File: src/rtl/fpga_cfg_pkg.sv
// ---------------------------------------------------------------------------
// fpga_cfg_pkg
// Shared definitions for the FPGA configuration loader:
//   - default parameter values (word width, column count, settle time)
//   - loader FSM state encoding
//   - idx_width(): width of the column index register
// ---------------------------------------------------------------------------
package fpga_cfg_pkg;

    localparam int DEF_WORD_W        = 224;
    localparam int DEF_NUM_WORDS     = 245;
    localparam int DEF_SETTLE_CYCLES = 10;

    typedef enum logic [2:0] {
        IDLE   = 3'd0,
        LOAD   = 3'd1,
        WRITE  = 3'd2,
        SETTLE = 3'd3,
        ENABLE = 3'd4,
        DONE   = 3'd5,
        ERROR  = 3'd6
    } state_t;

    // Column index width; a single-column fabric still needs one bit.
    function automatic int idx_width(input int n);
        return (n > 1) ? $clog2(n) : 1;
    endfunction

endpackage

File: src/rtl/cfg_delay_counter.sv
// ---------------------------------------------------------------------------
// cfg_delay_counter
// Counts CYCLES enabled cycles after a load and flags the last one.
//   clock    : rising-edge clock
//   rst      : asynchronous active-low reset
//   i_load   : clear the count (takes priority over i_count)
//   i_count  : advance the count this cycle
//   o_done   : high during the CYCLES-th enabled cycle since the last load
// CYCLES must be at least 1.
// ---------------------------------------------------------------------------
module cfg_delay_counter #(
    parameter int CYCLES = 10
) (
    input  logic clock,
    input  logic rst,
    input  logic i_load,
    input  logic i_count,
    output logic o_done
);

    localparam int            CW   = (CYCLES > 1) ? $clog2(CYCLES) : 1;
    localparam logic [CW-1:0] TERM = CW'(CYCLES - 1);

    logic [CW-1:0] r_cnt;

    always_ff @(posedge clock or negedge rst) begin
        if (!rst) begin
            r_cnt <= '0;
        end else if (i_load) begin
            r_cnt <= '0;
        end else if (i_count && (r_cnt != TERM)) begin
            r_cnt <= r_cnt + CW'(1);
        end
    end

    // Combinational so the FSM can leave its wait state on exactly the
    // CYCLES-th cycle instead of one later.
    assign o_done = i_count && (r_cnt == TERM);

endmodule

File: src/rtl/fpga_config_loader.sv
// ---------------------------------------------------------------------------
// fpga_config_loader
// Streams a bitstream of NUM_WORDS words into the fabric configuration
// columns, one column per accepted word, then waits SETTLE_CYCLES cycles and
// enables the fabric flip-flops.
//   clock       : rising-edge clock
//   rst         : asynchronous active-low reset
//   start       : one-cycle load request (honoured in IDLE/DONE/ERROR only)
//   in_valid    : bitstream word valid
//   in_data     : bitstream word
//   in_last     : final word marker, qualified by in_valid
//   in_ready    : loader accepts in_data this cycle
//   configs_in  : data to the configuration column
//   configs_en  : one-hot column write strobe
//   ff_en       : fabric flip-flop enable
//   rdy         : fabric configured and running
//   busy        : load in progress
//   err         : sticky length-mismatch flag
//   o_dbg_state : current FSM state
//
// Handshake: a word transfers on a rising edge where in_valid and in_ready
// are both 1. in_ready is a registered output that is 1 only in LOAD, so it
// never depends combinationally on in_valid; the source may hold in_valid
// low for any number of cycles and must hold in_data/in_last stable until
// the transfer happens.
// ---------------------------------------------------------------------------
module fpga_config_loader
    import fpga_cfg_pkg::*;
#(
    parameter int WORD_W        = DEF_WORD_W,
    parameter int NUM_WORDS     = DEF_NUM_WORDS,
    parameter int SETTLE_CYCLES = DEF_SETTLE_CYCLES
) (
    input  logic                 clock,
    input  logic                 rst,
    input  logic                 start,
    input  logic                 in_valid,
    input  logic [WORD_W-1:0]    in_data,
    input  logic                 in_last,
    output logic                 in_ready,
    output logic [WORD_W-1:0]    configs_in,
    output logic [NUM_WORDS-1:0] configs_en,
    output logic                 ff_en,
    output logic                 rdy,
    output logic                 busy,
    output logic                 err,
    output state_t               o_dbg_state
);

    localparam int               IW       = idx_width(NUM_WORDS);
    localparam logic [IW-1:0]    LAST_IDX = IW'(NUM_WORDS - 1);
    localparam logic [NUM_WORDS-1:0] EN_BIT0 = NUM_WORDS'(1);

    state_t                r_state;
    logic [IW-1:0]         r_idx;
    logic [WORD_W-1:0]     r_cfg_in;
    logic [NUM_WORDS-1:0]  r_cfg_en;
    logic                  r_in_ready;
    logic                  r_ff_en;
    logic                  r_rdy;
    logic                  r_busy;
    logic                  r_err;
    logic                  r_last;     // in_last of the word being written
    logic                  r_at_end;   // word being written targets the last column

    logic                  w_cnt_load;
    logic                  w_cnt_en;
    logic                  w_settle_done;

    // The counter is held clear everywhere except SETTLE, so every entry to
    // SETTLE starts from zero.
    assign w_cnt_load = (r_state != SETTLE);
    assign w_cnt_en   = (r_state == SETTLE);

    cfg_delay_counter #(
        .CYCLES (SETTLE_CYCLES)
    ) u_settle (
        .clock   (clock),
        .rst     (rst),
        .i_load  (w_cnt_load),
        .i_count (w_cnt_en),
        .o_done  (w_settle_done)
    );

    always_ff @(posedge clock or negedge rst) begin
        if (!rst) begin
            r_state    <= IDLE;
            r_idx      <= '0;
            r_cfg_in   <= '0;
            r_cfg_en   <= '0;
            r_in_ready <= 1'b0;
            r_ff_en    <= 1'b0;
            r_rdy      <= 1'b0;
            r_busy     <= 1'b0;
            r_err      <= 1'b0;
            r_last     <= 1'b0;
            r_at_end   <= 1'b0;
        end else begin
            case (r_state)
                IDLE, DONE, ERROR: begin
                    if (start) begin
                        r_state    <= LOAD;
                        r_idx      <= '0;
                        r_err      <= 1'b0;
                        r_ff_en    <= 1'b0;
                        r_rdy      <= 1'b0;
                        r_in_ready <= 1'b1;
                        r_busy     <= 1'b1;
                    end
                end
                LOAD: begin
                    if (in_valid && r_in_ready) begin
                        r_cfg_in   <= in_data;
                        r_cfg_en   <= EN_BIT0 << r_idx;
                        r_last     <= in_last;
                        r_at_end   <= (r_idx == LAST_IDX);
                        r_in_ready <= 1'b0;
                        r_state    <= WRITE;
                    end
                end
                WRITE: begin
                    r_cfg_en <= '0;
                    if (r_last && r_at_end) begin
                        r_state <= SETTLE;
                    end else if (r_last || r_at_end) begin
                        r_err   <= 1'b1;
                        r_busy  <= 1'b0;
                        r_state <= ERROR;
                    end else begin
                        // Only advanced when another word follows, so idx
                        // cannot step past the last column.
                        r_idx      <= r_idx + IW'(1);
                        r_in_ready <= 1'b1;
                        r_state    <= LOAD;
                    end
                end
                SETTLE: begin
                    if (w_settle_done) begin
                        r_ff_en <= 1'b1;
                        r_state <= ENABLE;
                    end
                end
                ENABLE: begin
                    r_rdy   <= 1'b1;
                    r_busy  <= 1'b0;
                    r_state <= DONE;
                end
                default: begin
                    r_state <= IDLE;
                end
            endcase
        end
    end

    assign in_ready    = r_in_ready;
    assign configs_in  = r_cfg_in;
    assign configs_en  = r_cfg_en;
    assign ff_en       = r_ff_en;
    assign rdy         = r_rdy;
    assign busy        = r_busy;
    assign err         = r_err;
    assign o_dbg_state = r_state;

endmodule

File: config.mk
export PLATFORM = sky130hd
export DESIGN_NAME = fpga_config_loader
export DESIGN_NICKNAME = d
export VERILOG_FILES = /design/src/rtl/fpga_cfg_pkg.sv /design/src/rtl/cfg_delay_counter.sv /design/src/rtl/fpga_config_loader.sv
export SDC_FILE = /design/constraint.sdc
export NUM_CORES = 1
export LEC_CHECK = 0
export BUFFER_PORTS_ARGS = -buffer_cell sky130_fd_sc_hd__buf_2
export CAP_MARGIN = 5
export CORE_AREA = 4 4 272 274
export CTS_CLUSTER_SIZE = 16
export DETAILED_ROUTE_END_ITERATION = 16
export DIE_AREA = 0 0 276 278
export GPL_ROUTABILITY_DRIVEN = 0
export SLEW_MARGIN = 10
export SYNTH_ARGS = -nofsm -noshare
export SYNTH_HDL_FRONTEND = slang
export SYNTH_HIERARCHICAL = 1
export SYNTH_SLANG_ARGS = --single-unit
File: constraint.sdc
create_clock -name clock -period 2.04 [get_ports clock]
set_input_delay 0.408 -clock clock [delete_from_list [all_inputs] [get_ports clock]]
set_output_delay 0.408 -clock clock [all_outputs]
set_load 0.01 [all_outputs]
==> reports/qor.tcl, run 1 <==
set qor(run_status) {finished clean}
set qor(slew-limit-headroom_pct) 62.70
set qor(worstSkewPairLatency_ps) 600
set qor(asyncSetResetFlopFracSynth_pct) 100.0
set qor(cts_tree) {yes}
set qor(num-fill-cells) 6987
set qor(detail_route.wl_per_cell_um) 21.65
set qor(post-route-period-util_pct) 92.75
set qor(numPortBuffers) 705
set qor(drive_above_1_share_pct) 47.67
set qor(numClockSinks) 491
set qor(dieArea_sq_um) 76730
set qor(floorplan.io_pins) 706
set qor(cap_viol_max_count) 0
set qor(die_height_um) 278
set qor(postSynthRegisterBits) 491
set qor(dieWidth_um) 276
set qor(flow.area_growth_from_synthesis_pct) 42.55
set qor(final_net_count) 2577
set qor(final_design_area_no_fill_sq_um) 26820
set qor(clk_root_buffer_cell) {clkbuf_16}
set qor(antenna_violating_nets_post_route) 0
set qor(synth_top_flop_cell) {dfrtp_1}
set qor(grt.total_usage_pct) 18.08
set qor(cp.arrival_ps) 2400
set qor(drt_iter0_drc) 1001
set qor(number_of_antenna_violations_at_the_first_check_in_global_routing) 14
set qor(maximum_number_of_pins_on_one_net_before_global_route_repair) 100
set qor(dp.final_hpwl_um) 55530
set qor(routed_via_density) 4.591
set qor(synth.net_count) 1709
set qor(synthDistinctLibCells) 57
set qor(std_cell_rows) 98
set qor(clkSlewWorstSetupHoldPaths_ps) 60
set qor(drc_violation_count_after_routing) 0
set qor(synth.most_common_cell) {dfrtp_1}
set qor(global_route.overflow_total) 0
set qor(synth_top_cells_by_area) {dfrtp_1 65%, mux2_2 13%, nand2_1 5.3%, o21ai_0 4.7%, buf_6 2.4%}
set qor(synth_area_sq_um) 18810
set qor(number_of_global_route_vias_before_repair) 16240
set qor(rsz0062_at_grt) {false}
set qor(total_leakage_power_nw) 13.39
set qor(finalCriticalPeriod_ps) 1892
set qor(most_common_library_cells_after_synthesis) {491 x dfrtp_1, 268 x nand2_1, 225 x mux2_2}
set qor(synthDominantCellAreaShare_pct) 65.31
set qor(dpl-instance-area_sq_um) 23900
set qor(min-delay-path-class) {primary input to flip-flop}
set qor(synth.yosys.seq_area_share_pct) 65.31
set qor(worst_path_class_setup) {flip-flop to flip-flop}
set qor(synth-edff-count) 0
set qor(setup_tns_ps) 0
set qor(critPathLaunchType) {flip-flop}
set qor(yosysWarningCount) 6
set qor(cts_max_level) 2
set qor(max_freq_mhz) 528.5
set qor(worst-slew-pin-transition_ps) 559.4
set qor(floorplan.initialDensity_pct) 26.36
set qor(ctsLongestPathBuffers) 3
set qor(max-vdd-ir-drop_mv) 0.9828
set qor(worstSetupEndpointType) {flip-flop}
set qor(firstDrtPassIters) 5
set qor(finalClockSkew_ps) 22.43
set qor(core_box_area_sq_um) 71360
set qor(setup-violations-final) 0
set qor(numCtsBuffers) 55
set qor(final_max_slew_viol_count) 0
set qor(worst_ep_required_time_ps) 2540
set qor(routed-via-count) 15320
set qor(synthesis.area_per_instance_sq_um) 12.80
set qor(wirelength_um) 72260
set qor(yosys.area.top_type) {dfrtp_1}
set qor(finalHoldViolations) 0
set qor(post_synth_inst_count) 1470
set qor(pwr_density_cell_nw_per_um2) 1298
set qor(crit_path_max_fanout) 12
set qor(grt_first_pass_wirelength_um) 106400
## layer usage
metal	GRT usage, %	vias to the layer above	routed length (um)	share of wire, %
met3	4.932	199	5671	7.8
met5	0	-	51	0.071
li1	-	6779	-	-
met2	30.38	687	35010	48
met1	21.19	7651	27390	38
met4	9.651	8	4134	5.7
## critical path, stage by stage, from the launching register on
cell	delay, ps
dfrtp_1	460
nand3b_1	340
nor3_4	180
buf_4	250
nand3_1	140
buf_4	210
o21ai_0	210
## cell families after synthesis
group	synth area share, %
compound gates	8.406
flops	65.31
simple gates	7.887
buf+inv	3.904
mux	13.73
fa+ha+maj	0.7182
xor+xnor	0.04656
## report_power, final
part	internal (W)	switching [W]
logic	0.00507	0.00606
clock network	0.00607	0.00407
registers	0.0122	0.00135
total	0.0233	0.0115
## path summary, 6_finish.rpt
path	start	to	slack (ps)	depth (start not counted)
max in group asynchronous	rst	configs_in[196]$_DFFE_PN0P_	900	3
min reg2reg	configs_en[226]$_DFFE_PN0P_	configs_en[226]$_DFFE_PN0P_	470	2
max	o_dbg_state[2]$_DFFE_PN0P_	configs_en[110]$_DFFE_PN0P_	150	6
min	in_data[12]	configs_in[12]$_DFFE_PN0P_	50	2
min in group asynchronous	rst	configs_en[122]$_DFFE_PN0P_	270	2
max reg2reg	o_dbg_state[2]$_DFFE_PN0P_	configs_en[110]$_DFFE_PN0P_	150	6
## layout make-up
class	count	area, sq um	area share, %
Sequential cell	491	12290	45.82
Clock inverter	19	229.0	0.8537
Antenna cell	5	12.51	0.04665
Inverter	14	52.55	0.1959
Multi-Input combinational cell	872	5831	21.74
Timing Repair Buffer	904	5575	20.79
Tap cell	950	1189	4.432
Clock buffer	83	1644	6.130
## repair_timing
action	in CTS	in global routing
endpoints found under the setup margin	0	27
hold buffers	102	0
setup buffers	0	0
endpoints found under the hold margin	201	0
resized for setup	0	5
## stage by stage
| stage | hold WS, ps | total power (W) | std cells | setup slack [ps] | utilization, % |
|---|---|---|---|---|---|
| 6_report | 53.00 | 0.03480 | 3338 | 147.9 | 37.58 |
| 5_1_grt | 13.48 | 0.03659 | 3335 | 33.01 | 37.57 |
| 4_1_cts | 0.02470 | 0.03522 | 3333 | 119.1 | 37.55 |
| 3_5_place_dp | 298.2 | 0.02472 | 3129 | 137.4 | 33.49 |
| 3_3_place_gp | 293.3 | 0.02432 | 3129 | 153.7 | 33.49 |
| 2_1_floorplan | 112.4 | 0.01974 | 1470 | 81.42 | - |
## state kept, by name, indices dropped and copies added, names as in the netlist
name            cells
u_settle/r_cnt      4
err                 1
o_dbg_state         3
r_at_end            1
r_last              1
configs_in        224
configs_en        245
ff_en               1
busy                1
rdy                 1
r_idx               8
in_ready            1
## placed cells by master (no fill, tap or decap), drive strengths merged, types with 2 or more instances in the layout
cell	count
a21oi	9
a22o	15
a31oi	2
a32o	6
and2	2
and3	2
buf	802
bufinv	4
clkbuf	83
clkinv	10
clkinvlp	3
dfrtp	491
diode	5
dlygate4sd3	102
ha	10
inv	16
mux2	227
mux2i	2
nand2	271
nand2b	7
nand3	19
nand3b	2
nand4	4
nor2	14
nor2b	7
nor3	8
nor3b	3
o211ai	4
o21ai	235
o22ai	3
Power figures use the tool's default switching activity.
==> inputs of run 2 (changes only) <==
- CORE_AREA: 4 4 272 274 -> 4 4 269 271
- DIE_AREA: 0 0 276 278 -> 0 0 273 275
==> reports/qor.tcl, run 2 (same netlist as run 1, synthesis figures left out) <==
set qor(die_height_um) 275
set qor(slowest_stage) {dfrtp_1}
set qor(grt_first_pass_wirelength_um) 100800
set qor(cp_top_family) {simple AND/OR/NAND/NOR gates}
set qor(cts_max_level) 2
set qor(ctsLongestPathBuffers) 3
set qor(layoutNonFillerInstCount) 3272
set qor(worstSkewPairLatency_ps) 610
set qor(final_max_slew_viol_count) 0
set qor(run_status) {finished clean}
set qor(drive_above_1_share_pct) 48.56
set qor(post_cts_buffers) 0
set qor(placedCellCount) 3113
set qor(number_of_antenna_violations_at_the_first_check_in_global_routing) 24
set qor(worst_ep_required_time_ps) 2530
set qor(max-vdd-ir-drop_mv) 0.7951
set qor(finalClockSkew_ps) 23.63
set qor(ff2ff_path_depth) 5
set qor(rsz0062_at_grt) {false}
set qor(core_box_area_sq_um) 69790
set qor(grt.total_usage_pct) 17.67
set qor(worst_path_class_setup) {flip-flop to flip-flop}
set qor(max_freq_mhz) 534.7
set qor(drt_iter0_drc) 944
set qor(hold_path.startpoint) {in_data[192]}
set qor(dieArea_sq_um) 75080
set qor(wirelength_um) 70760
set qor(cts_tree) {yes}
set qor(hold_depth) 2
set qor(whs_ps) 38.99
set qor(final_design_area_no_fill_sq_um) 26220
set qor(worstSetupEndpointType) {flip-flop}
set qor(pwr_density_cell_nw_per_um2) 1331
set qor(min-delay-path-class) {primary input to flip-flop}
set qor(floorplan.initialDensity_pct) 26.96
set qor(cpPeakStageDelay_ps) 460
set qor(floorplan.io_pins) 706
set qor(firstDrtPassIters) 5
set qor(setup.reg_to_reg.worst_slack_ps) 170
set qor(finalHoldViolations) 0
set qor(dp.final_hpwl_um) 54540
set qor(setup-violations-final) 0
set qor(cap_viol_max_count) 0
set qor(post-route-period-util_pct) 91.67
set qor(clk_root_buffer_cell) {clkbuf_16}
set qor(numClockSinks) 491
set qor(setup_tns_ps) 0
set qor(most_common_library_cell_in_the_layout_ignoring_fill_and_taps) {buf_2}
set qor(worst_r2r_startpoint) {o_dbg_state[2]$_DFFE_PN0P_}
set qor(final_net_count) 2517
set qor(number_of_global_route_vias_before_repair) 15420
set qor(cp.arrival_ps) 2370
set qor(crit_path_max_fanout) 16
set qor(final.setup.worst_slack_ps) 169.9
set qor(total_leakage_power_nw) 13.11
set qor(r2r_end) {configs_en[41]$_DFFE_PN0P_}
set qor(worst-slew-pin-transition_ps) 612.5
set qor(antenna_violating_nets_post_route) 0
set qor(global_route.overflow_total) 0
set qor(critical_path.cell_chain) {nand3b_1 > nor3_4 > buf_12 > nand2_1 > o21ai_0}
set qor(detail_route.wl_per_cell_um) 21.63
set qor(holdPathEnd) {configs_in[192]$_DFFE_PN0P_}
set qor(critPathLaunchType) {flip-flop}
set qor(dieWidth_um) 273
set qor(std_cell_rows) 97
set qor(slew-limit-headroom_pct) 59.16
set qor(num-fill-cells) 6759
set qor(routed_via_density) 4.581
set qor(routed-via-count) 14990
set qor(mostFrequentLayoutCells) {704 x buf_2, 490 x dfrtp_1, 268 x nand2_1}
set qor(finalCriticalPeriod_ps) 1870
set qor(numPortBuffers) 705
set qor(place_worst_setup_slack_ps) 102.9
set qor(numCtsBuffers) 54
set qor(maximum_number_of_pins_on_one_net_before_global_route_repair) 57
set qor(critical_path_buffer_and_inverter_count) 1
set qor(clkSlewWorstSetupHoldPaths_ps) 60
set qor(dpl-instance-area_sq_um) 23820
set qor(flow.area_growth_from_synthesis_pct) 39.38
set qor(largest_reg_flops) 245
set qor(drc_violation_count_after_routing) 0
[run 2: cell types whose count changed in the layout (fill, tap and decap cells not counted), moves of 3 or more]
cell | previous run | this run
diode_2 | 5 | 11
dlygate4sd3_1 | 102 | 49
buf_4 | 74 | 69
clkbuf_16 | 57 | 54
clkbuf_1 | 14 | 11
clkbuf_8 | 12 | 7
nand2_2 | 5 | 2
bufinv_16 | 4 | 7
nand2_1 | 265 | 268
[run 2: how the worst max path moves through the flow]
stage,depth (start not counted),start,to,slack [ps]
floorplan,8,o_dbg_state[0]$_DFFE_PN0P_,ff_en$_DFFE_PN0P_,80
global placement,7,o_dbg_state[1]$_DFFE_PN0P_,o_dbg_state[0]$_DFFE_PN0P_,150
detailed placement,6,o_dbg_state[2]$_DFFE_PN0P_,configs_en[236]$_DFFE_PN0P_,100
CTS,6,o_dbg_state[2]$_DFFE_PN0P_,configs_en[236]$_DFFE_PN0P_,100
global route,5,o_dbg_state[2]$_DFFE_PN0P_,configs_en[41]$_DFFE_PN0P_,20
finish,5,o_dbg_state[2]$_DFFE_PN0P_,configs_en[41]$_DFFE_PN0P_,170
[run 2: cell type report]
type / count / area [sq um] / area share [%]
clock inverters: 27 / 387.9 / 1.479
repair buffers: 845 / 4979 / 18.99
well taps: 940 / 1176 / 4.485
flip-flops and latches: 491 / 12290 / 46.86
clock buffers: 72 / 1489 / 5.678
diodes: 11 / 27.53 / 0.1050
multi-input cells: 872 / 5823 / 22.21
inverters: 14 / 52.55 / 0.2004
[run 2: routing by layer]
metal	vias to the layer above	track usage [%]	part of all wire, %
met3	159	6.227	9.5
met2	671	28.11	47
met1	7479	22.15	40
met5	-	0	0.17
li1	6662	-	-
met4	18	6.957	3.6
[run 2: repair_timing]
item,CTS,global route
resized for setup,0,3
endpoints found under the setup margin,0,12
hold buffers,49,0
hold endpoints to repair,84,0
[run 2: through the flow]
stage          util [%]  total power, W
2_1_floorplan         -         0.01974
3_3_place_gp      34.13         0.02450
3_5_place_dp      34.13         0.02481
4_1_cts           37.52         0.03528
5_1_grt           37.54         0.03665
6_report          37.58         0.03491
[run 2: where the power goes]
part	internal [W]	switching, W
Clock	0.00606	0.00417
Combinational	0.00507	0.00608
Sequential	0.0122	0.00134
